**src/rtl/keypad_decoder_if.sv**
```systemverilog
// Key event bus between the keypad decoder (master) and its consumer (slave).
// Carries the raw scanner vector in and the queued key codes plus status out.
interface keypad_decoder_if;
  logic [11:0] key_data;
  logic [3:0]  key_code;
  logic        key_valid;
  logic        key_ready;
  logic        key_held;
  logic        overflow;
  logic        multi_err;
  logic [2:0]  fifo_count;

  modport master (
    input  key_data,
    input  key_ready,
    output key_code,
    output key_valid,
    output key_held,
    output overflow,
    output multi_err,
    output fifo_count
  );

  modport slave (
    output key_data,
    output key_ready,
    input  key_code,
    input  key_valid,
    input  key_held,
    input  overflow,
    input  multi_err,
    input  fifo_count
  );
endinterface

```
**src/rtl/keypad_decoder.sv**
```systemverilog
// Debounces the one-hot keypad vector on a periodic sample tick and queues one
// 4-bit code per accepted press in a 4-entry FIFO with a valid/ready output.
module keypad_decoder #(
  parameter int unsigned SAMPLE_DIV   = 250000,
  parameter int unsigned DEBOUNCE_CNT = 3
) (
  input  logic             clk,
  input  logic             rst,
  keypad_decoder_if.master bus
);

  localparam int unsigned KEY_W  = 12;
  localparam int unsigned DIV_W  = (SAMPLE_DIV > 2) ? $clog2(SAMPLE_DIV) : 1;
  localparam int unsigned CNT_W  = 3;
  localparam int unsigned IDX_W  = 4;
  localparam int unsigned CODE_W = 4;
  localparam int unsigned DEPTH  = 4;
  localparam int unsigned PTR_W  = 2;
  localparam int unsigned FCNT_W = 3;

  typedef enum logic [1:0] {
    S_IDLE,
    S_PRESS_CHK,
    S_HELD,
    S_RELEASE_CHK
  } state_t;

  // Key index to user-visible code: 1..9, then * = A, 0 = 0, # = B.
  function automatic logic [CODE_W-1:0] enc(input logic [IDX_W-1:0] idx);
    case (idx)
      4'd9:    enc = 4'hA;
      4'd10:   enc = 4'h0;
      4'd11:   enc = 4'hB;
      default: enc = CODE_W'(idx + 4'd1);
    endcase
  endfunction

  logic [KEY_W-1:0]  r_sync1;
  logic [KEY_W-1:0]  r_sync2;
  logic [DIV_W-1:0]  r_div;
  logic              w_tick;

  state_t            r_state;
  logic [CNT_W-1:0]  r_cnt;
  logic [IDX_W-1:0]  r_cand;
  logic              r_held;
  logic              r_multi_err;

  logic [3:0]        w_ones;
  logic [IDX_W-1:0]  w_idx;
  logic              w_single;
  logic              w_multi;
  logic [CNT_W-1:0]  w_cnt_inc;
  logic              w_db_hit;
  logic              w_push;

  logic [CODE_W-1:0] r_mem [DEPTH];
  logic [PTR_W-1:0]  r_wr;
  logic [PTR_W-1:0]  r_rd;
  logic [FCNT_W-1:0] r_fcnt;
  logic              r_valid;
  logic [CODE_W-1:0] r_code;
  logic              r_overflow;

  logic              w_pop;
  logic              w_full;
  logic              w_wr_en;
  logic              w_drop;
  logic [PTR_W-1:0]  w_rd_nxt;
  logic [FCNT_W-1:0] w_fcnt_nxt;
  logic [CODE_W-1:0] w_push_code;
  logic [CODE_W-1:0] w_head_nxt;

  // Two-flop synchroniser for the asynchronous scanner vector.
  always_ff @(posedge clk or negedge rst) begin
    if (!rst) begin
      r_sync1 <= '0;
      r_sync2 <= '0;
    end else begin
      r_sync1 <= bus.key_data;
      r_sync2 <= r_sync1;
    end
  end

  // Sample tick: one clk pulse every SAMPLE_DIV cycles.
  assign w_tick = (r_div == DIV_W'(SAMPLE_DIV - 1));

  always_ff @(posedge clk or negedge rst) begin
    if (!rst) begin
      r_div <= '0;
    end else if (w_tick) begin
      r_div <= '0;
    end else begin
      r_div <= r_div + DIV_W'(1);
    end
  end

  // Classify the synchronised sample; w_idx is only meaningful when w_single.
  always_comb begin
    w_ones = '0;
    w_idx  = '0;
    for (int i = 0; i < int'(KEY_W); i++) begin
      if (r_sync2[i]) begin
        w_ones = w_ones + 4'd1;
        w_idx  = IDX_W'(i);
      end
    end
  end

  assign w_single  = (w_ones == 4'd1);
  assign w_multi   = (w_ones > 4'd1);
  assign w_cnt_inc = r_cnt + CNT_W'(1);
  assign w_db_hit  = (w_cnt_inc == CNT_W'(DEBOUNCE_CNT));
  assign w_push    = w_tick && (r_state == S_PRESS_CHK) && w_single &&
                     (w_idx == r_cand) && w_db_hit;

  // Debounce FSM; multi-hot samples fall through the !w_single paths as NONE.
  always_ff @(posedge clk or negedge rst) begin
    if (!rst) begin
      r_state <= S_IDLE;
      r_cnt   <= '0;
      r_cand  <= '0;
      r_held  <= 1'b0;
    end else if (w_tick) begin
      case (r_state)
        S_IDLE: begin
          if (w_single) begin
            r_cand  <= w_idx;
            r_cnt   <= CNT_W'(1);
            r_state <= S_PRESS_CHK;
          end
        end
        S_PRESS_CHK: begin
          if (!w_single) begin
            r_state <= S_IDLE;
          end else if (w_idx == r_cand) begin
            r_cnt <= w_cnt_inc;
            if (w_db_hit) begin
              r_state <= S_HELD;
              r_held  <= 1'b1;
            end
          end else begin
            r_cand <= w_idx;
            r_cnt  <= CNT_W'(1);
          end
        end
        S_HELD: begin
          if (!w_single) begin
            r_cnt   <= CNT_W'(1);
            r_state <= S_RELEASE_CHK;
          end
        end
        S_RELEASE_CHK: begin
          if (w_single) begin
            r_state <= S_HELD;
          end else begin
            r_cnt <= w_cnt_inc;
            if (w_db_hit) begin
              r_state <= S_IDLE;
              r_held  <= 1'b0;
            end
          end
        end
        default: begin
          r_state <= S_IDLE;
          r_held  <= 1'b0;
        end
      endcase
    end
  end

  always_ff @(posedge clk or negedge rst) begin
    if (!rst) begin
      r_multi_err <= 1'b0;
    end else if (w_tick && w_multi) begin
      r_multi_err <= 1'b1;
    end
  end

  // FIFO control: a push into a full queue is accepted only alongside a pop.
  assign w_pop       = r_valid && bus.key_ready;
  assign w_full      = (r_fcnt == FCNT_W'(DEPTH));
  assign w_wr_en     = w_push && (!w_full || w_pop);
  assign w_drop      = w_push && w_full && !w_pop;
  assign w_rd_nxt    = w_pop ? (r_rd + PTR_W'(1)) : r_rd;
  assign w_push_code = enc(r_cand);

  always_comb begin
    w_fcnt_nxt = r_fcnt;
    if (w_wr_en && !w_pop) begin
      w_fcnt_nxt = r_fcnt + FCNT_W'(1);
    end else if (!w_wr_en && w_pop) begin
      w_fcnt_nxt = r_fcnt - FCNT_W'(1);
    end
  end

  // Next head word, so key_code comes straight from a flop.
  always_comb begin
    w_head_nxt = r_mem[w_rd_nxt];
    if (w_wr_en && (r_wr == w_rd_nxt)) begin
      w_head_nxt = w_push_code;
    end
  end

  always_ff @(posedge clk or negedge rst) begin
    if (!rst) begin
      for (int i = 0; i < int'(DEPTH); i++) begin
        r_mem[i] <= '0;
      end
      r_wr       <= '0;
      r_rd       <= '0;
      r_fcnt     <= '0;
      r_valid    <= 1'b0;
      r_code     <= '0;
      r_overflow <= 1'b0;
    end else begin
      if (w_wr_en) begin
        r_mem[r_wr] <= w_push_code;
        r_wr        <= r_wr + PTR_W'(1);
      end
      if (w_drop) begin
        r_overflow <= 1'b1;
      end
      r_rd    <= w_rd_nxt;
      r_fcnt  <= w_fcnt_nxt;
      r_valid <= (w_fcnt_nxt != '0);
      r_code  <= w_head_nxt;
    end
  end

  assign bus.key_code   = r_code;
  assign bus.key_valid  = r_valid;
  assign bus.key_held   = r_held;
  assign bus.overflow   = r_overflow;
  assign bus.multi_err  = r_multi_err;
  assign bus.fifo_count = r_fcnt;

endmodule

```
**src/flat_wrapper.sv**
```systemverilog
// flat-port wrapper written by rule: the top's interface ports become plain ports
module keypad_decoder_flat 
#(
  parameter int unsigned SAMPLE_DIV   = 250000,
  parameter int unsigned DEBOUNCE_CNT = 3
)
  (clk, rst, bus_key_data, bus_key_ready, bus_key_code, bus_key_valid, bus_key_held, bus_overflow, bus_multi_err, bus_fifo_count);
  keypad_decoder_if bus_i ();
  input  logic clk;
  input  logic rst;
  input wire logic [$bits(bus_i.key_data)-1:0] bus_key_data;
  input wire logic [$bits(bus_i.key_ready)-1:0] bus_key_ready;
  output wire logic [$bits(bus_i.key_code)-1:0] bus_key_code;
  output wire logic [$bits(bus_i.key_valid)-1:0] bus_key_valid;
  output wire logic [$bits(bus_i.key_held)-1:0] bus_key_held;
  output wire logic [$bits(bus_i.overflow)-1:0] bus_overflow;
  output wire logic [$bits(bus_i.multi_err)-1:0] bus_multi_err;
  output wire logic [$bits(bus_i.fifo_count)-1:0] bus_fifo_count;
  assign bus_i.key_data = bus_key_data;
  assign bus_i.key_ready = bus_key_ready;
  assign bus_key_code = bus_i.key_code;
  assign bus_key_valid = bus_i.key_valid;
  assign bus_key_held = bus_i.key_held;
  assign bus_overflow = bus_i.overflow;
  assign bus_multi_err = bus_i.multi_err;
  assign bus_fifo_count = bus_i.fifo_count;
  keypad_decoder #(.SAMPLE_DIV(SAMPLE_DIV), .DEBOUNCE_CNT(DEBOUNCE_CNT)) u_core (.clk(clk), .rst(rst), .bus(bus_i));
endmodule
```
**config.mk**
```make
export PLATFORM = sky130hd
export DESIGN_NAME = keypad_decoder_flat
export DESIGN_NICKNAME = d
export VERILOG_FILES = /design/src/rtl/keypad_decoder_if.sv /design/src/rtl/keypad_decoder.sv /design/src/flat_wrapper.sv
export SDC_FILE = /design/constraint.sdc
export NUM_CORES = 1
export LEC_CHECK = 0
export BUFFER_PORTS_ARGS = -buffer_cell sky130_fd_sc_hd__buf_2
export CAP_MARGIN = 20
export CORE_MARGIN = 2
export CORE_UTILIZATION = 64
export CTS_BUF_LIST = sky130_fd_sc_hd__clkbuf_4
export CTS_CLUSTER_DIAMETER = 120
export DETAILED_ROUTE_END_ITERATION = 7
export GPL_ROUTABILITY_DRIVEN = 0
export PLACE_DENSITY = 0.87
export SYNTH_ARGS = -nofsm -noshare
export SYNTH_HDL_FRONTEND = slang
export SYNTH_SLANG_ARGS = --single-unit
```
**constraint.sdc**
```tcl
create_clock -name clk -period 10.9 [get_ports clk]
set_input_delay 1.09 -clock clk [delete_from_list [all_inputs] [get_ports clk]]
set_output_delay 1.09 -clock clk [all_outputs]
set_load 0.01 [all_outputs]
```
# Yosys cells after proc, flatten, opt, wreduce, memory -nomap -nowiden
# Index checks and enable logic that the tools add are counted.
# word_totals
output_inout_bits	11
in_bits	15
regBits	82
elab_cells	149
# op_classes
bitwise	2
eq_ne	23
muxes	59
n_addsub	18
magnitude_cmp	4
n_reduce_logical	25
# op_table
op	count
4-bit 2-to-1 mux	22
4-bit by 1-bit adder with 4-bit output, second input constant	11
3-bit 2-to-1 mux	11
2-bit 2-to-1 mux	10
18-bit by 1-bit adder with 18-bit output, second input constant	1
18-bit equality test, second input constant	1
18-bit 2-to-1 mux	1
16-bit bitwise mux	1
1-bit logical AND	13
4-bit equality test, second input constant	3
3-bit case mux with 4 select lines	1
4-bit case mux with 3 select lines	1
5-bit AND reduction	2
4-bit binary-select mux with 2-bit select	1
4-bit demux with 2-bit select	1
2-bit by 1-bit inequality test with 1-bit output, second input constant	4
2-bit inequality test, second input constant	4
2-bit case mux with 4 select lines	1
4-bit case mux with 2 select lines	1
1-bit 2-to-1 mux	7
7-bit AND reduction	1
3-bit by 1-bit adder with 3-bit output, second input constant	2
3-bit >= comparator, second input constant	2
3-bit inequality test, second input constant	2
21 further kinds	27

# Logic depth before layout (Yosys ltp)
# logic_depth
depth_word	33
depth_mapped	41
depth_no_buf	41

# Worst setup path before layout
# OpenSTA, ideal clock, no wires.
# synth_timing
kind	register -> register
startpoint	reg u_core.r_sync2[1]
endpoint	reg u_core.r_code[3], in the netlist u_core.bus.key_code[3]
required_time_ns	10.772
path_stages_with_launch	41
setup_slack_ns	2.990
setup_ns	0.128
path_buffers	1
t_arrival_ns	7.782
path_cell_list	dfrtp_1 inv_1 ha_1 xnor2_2 inv_2 ha_1 nand2_1 o21ai_0 ha_1 mux2_2 ha_1 nor2b_1 a21oi_1 or2_2 ha_1 nor2b_1 nor2_1 ha_1 (+5 left out) nand2_1 o21ai_0 ha_1 nand2b_1 o31ai_1 a21oi_1 ha_1 nand2_1 o31a_1 o31ai_1 ha_1 xor3_1 or4b_1 and2_1 nor4_4 and3_1 buf_2 mux2_1
# synth_between
elab_chain_cells	28
# synth_lines
item	line_no	text
from (decl)	keypad_decoder.sv:39	logic [KEY_W-1:0] r_sync2;
from (signal assigned)	keypad_decoder.sv:81	r_sync2 <= r_sync1;
4-bit 2-to-1 mux	keypad_decoder.sv:103	if (r_sync2[i]) begin
4-bit by 1-bit adder with 4-bit output	keypad_decoder.sv:104	w_ones = w_ones + 4'd1;
4-bit 2-to-1 mux	keypad_decoder.sv:103	
4-bit by 1-bit adder with 4-bit output	keypad_decoder.sv:104	
4-bit 2-to-1 mux	keypad_decoder.sv:103	
4-bit by 1-bit adder with 4-bit output	keypad_decoder.sv:104	
4-bit 2-to-1 mux	keypad_decoder.sv:103	
4-bit by 1-bit adder with 4-bit output	keypad_decoder.sv:104	
(+13 left out)	-	
4-bit by 1-bit equality test with 1-bit output	keypad_decoder.sv:110	assign w_single = (w_ones == 4'd1);
1-bit logical AND	keypad_decoder.sv:114	assign w_push = w_tick && (r_state == S_PRESS_CHK) && w_single &&
1-bit logical AND *	keypad_decoder.sv:114	
1-bit logical AND *	keypad_decoder.sv:115	(w_idx == r_cand) && w_db_hit;
1-bit logical AND *	keypad_decoder.sv:183	assign w_wr_en = w_push && (!w_full || w_pop);
1-bit logical AND *	keypad_decoder.sv:200	if (w_wr_en && (r_wr == w_rd_nxt)) begin
4-bit 2-to-1 mux *	keypad_decoder.sv:200	
named net u_core.w_head_nxt[3]	keypad_decoder.sv:72	logic [CODE_W-1:0] w_head_nxt;
to (signal assigned)	keypad_decoder.sv:227	r_code <= w_head_nxt;
to (decl)	keypad_decoder.sv:62	logic [CODE_W-1:0] r_code;
# Mark *: on every way through the listed nets, which the timed path passes. The rest lies on a longest branch.
# A chain may end at the register's enable or synchronous reset.

# Worst setup path after layout
# Ends and elaborated chain as after synthesis.

==> run_results.csv <==
group,metric,value,unit
power_and_ir_drop,powerDensity,147,nW/µm²
clock_network,clock-sinks,82,
sta,period_share,81.1,%
synthesis,synthTopCellsByArea,"dfrtp_1 (43%), ha_1 (6.4%), xnor2_1 (5.4%), mux2_1 (4.8%), nand2_1 (3.4%)",
worst_setup_path,critPathBufInv,3,
worst_setup_path,slowest_delay,0.48,ns
routing,routedWlPerCell,15.7,µm
sta,grt_setup_unrepaired,"no",
outcome,status,"complete, no violations",
synthesis,synth_warnings,0,
grt,antenna_found_initial,0,
routing,drt_wl_total,8930,µm
synthesis,synth-seq-area-share,43.4,%
floorplan,io_pins,26,
synthesis,synth_area,4720,µm²
finish,final_util,70.7,%
clock_network,htreeDepth,3,
worst_setup_path,path_class,"reg -> reg",
worst_setup_path,path_max_fanout,8,
clock_network,clk_pin_slew,0.13,ns
finish,nNetsFinal,503,
synthesis,synth-seq-cells,82,
worst_setup_path,worstSetupStartpointType,"flip-flop",
placed_design,dpl.hpwl,6540,µm
clock_network,cts_buffers,9,
synthesis,synth_top_cell_by_area,"dfrtp_1",
power_and_ir_drop,irDropWorstVdd,0.0805,mV
sta,hold_viol_final,0,
finish,diodes,0,
floorplan,row_count,31,
job,max_cap_viol_count,0,
clock_network,insertion_delay,0.45,ns
synthesis,synthCells,440,
worst_setup_path,cp_common_cell,"ha_1",
clock_network,clk_path_buf_depth,2,
routing,routed_via_density,5.89,
synthesis,synth-main-ff-cell,"dfrtp_1",
power_and_ir_drop,p_leak,0.00242,µW
grt,grt_pass1_wl,15800,µm
sta,setup_violations,0,
clock_network,post_cts_buffers,0,
sta,slew_headroom,40.1,%
floorplan,fp.dieArea,8090,µm²
clock_network,cts_tree,"done",
grt,grt_pass1_vias,3428,
sta,max_freq,113,MHz
synthesis,ys_types,65,
worst_setup_path,slowest_stage,"or4b_1",
synthesis,synth_edf_count,0,
grt,grt_max_degree,83,
routing,drt_iter0_markers,216,
sta,skew,0.0264,ns
grt,grt_use_total,24.2,%
sta,worst_pin_slew,0.892,ns
grt,grt_overflow,0,
floorplan,initial_core_util,65.5,%
worst_setup_path,crit_required,11.23,ns
floorplan,fp.dieH,89.9,µm
finish,syn2layout_area_growth,7.94,%
sta,final_max_slew_viol_count,0,
sta,layout_min_cycle_time,8.84,ns
synthesis,synth_top_area_share,43.4,%
clock_network,cts_resized,0,
sta,setup_tns,0,ns
floorplan,design.core.area,7210,µm²
synthesis,async_flop_share,100,%
worst_setup_path,worstPathArrival,9.17,ns
routing,ant_nets,0,
synthesis,synth_nets,479,
floorplan,dieWidth,89.9,µm
worst_setup_path,cp-end-kind,"flip-flop",
routing,drc,0,
worst_setup_path,crit_family,"adder cells",
clock_network,root_buffer,"clkbuf_4",
synthesis,syn_area_per_cell,10.7,µm²
routing,dr.pass1.iters,4,
worst_hold_path,hold_class,"reg -> reg",
routing,vias,3348,
finish,drive_above_1_share,13.4,%
clock_network,ctsHoldBuffers,0,
placed_design,io_buffers,25,
report_power, final:
part	switching [µW]	total, µW	internal [µW]
registers	5.62	314	309
logic	135	252	117
clock network	110	181	71.4
placed cells by master (no fill, tap or decap), drive strengths merged, types with 17 or more instances in the layout:
cell type / n
a21oi: 17
buf: 26
dfrtp: 82
ha: 24
inv: 25
mux2: 28
nand2: 43
nor2: 32
o21ai: 17
xnor2: 32
layout make-up:
class,instances,area (µm²)
clock buffers,9,67.6
clock inverters,7,76.3
fillers,524,2110
inverters,23,86.3
multi-input cells,322,2540
flip-flops and latches,82,2050
well taps,99,124
repair buffers,26,155
synth_stat cells (7+ instances only):
cell type and n:
a21oi_1 17, dfrtp_1 82, and3_1 7, xor2_1 10, nand3_1 12, o21ai_0 17, clkbuf_1 8, ha_1 24
mux2_2 8, mux2_1 20, inv_1 22, nor2_1 32, nand2_1 43, xnor2_1 29
worst paths after layout:
check	slack, ns	cells past startpoint	end	start
min reg2reg	0.36	0	u_core.r_sync2[6]	u_core.r_sync1[6]
max	2.06	39	u_core.bus.key_code[3]	u_core.r_sync2[1]
max in group asynchronous	9.86	2	u_core.r_cnt[0]	rst
min in group asynchronous	0.45	1	u_core.r_sync2[1]	rst
max reg2reg	2.06	39	u_core.bus.key_code[3]	u_core.r_sync2[1]
min	0.36	0	u_core.r_sync2[6]	u_core.r_sync1[6]
state kept, by name, summed over array words and instances (netlist names), named ones only:
signal                 flops
u_core.bus.key_code        4
u_core.r_state             1
u_core.r_div              18
u_core.r_wr                2
u_core.r_cnt               3
u_core.bus.key_valid       1
u_core.bus.fifo_count      3
u_core.bus.multi_err       1
u_core.r_mem              16
u_core.bus.key_held        1
u_core.r_sync2            12
u_core.r_cand              4
u_core.bus.overflow        1
u_core.r_rd                2
u_core.r_sync1            12
worst register-to-register path, delay by kind of cell, from the launching register on:
kind | cells | cell delay, ns
and+or+nand+nor | 13 | 2.62
muxes | 2 | 0.62
DFF | 1 | 0.40
buffers and inverters | 3 | 0.27
adders and majority gates | 10 | 3.01
xor gates and xnor gates | 2 | 0.65
AOI/OAI and AO/OA | 9 | 1.19
routing by layer:
layer	global-route usage [%]	vias up	share of wire, %
met5	0	-	0
met4	8.97	0	2.3
met3	5.20	20	3.0
met2	41.4	56	52
met1	30.6	1664	43
li1	-	1608	-
logic make-up (layout without fill, tap and decap cells):
group                      after synthesis  after routing  synth area share (%)
and+or+nand+nor                        142            142                  15.4
DFF                                     82             82                  43.4
AOI/OAI and AO/OA                       71             71                  10.2
xor gates and xnor gates                51             51                  12.6
buffers and inverters                   36             65                  2.97
muxes                                   34             34                  9.00
adders and majority gates               24             24                  6.36
metrics by stage:
step,worst slack [ns],hold WS [ns],instances,total power [µW],cell area (µm²)
global route,1.41,0.372,568,796,5100
floorplan,2.99,0.331,440,520,4720
detailed placement,2.14,0.336,551,568,4930
global placement,2.69,0.333,551,554,4930
CTS,2.11,0.357,567,750,5070
finish,2.06,0.360,568,748,5100
No activity file was read; power rests on OpenSTA's default activity.
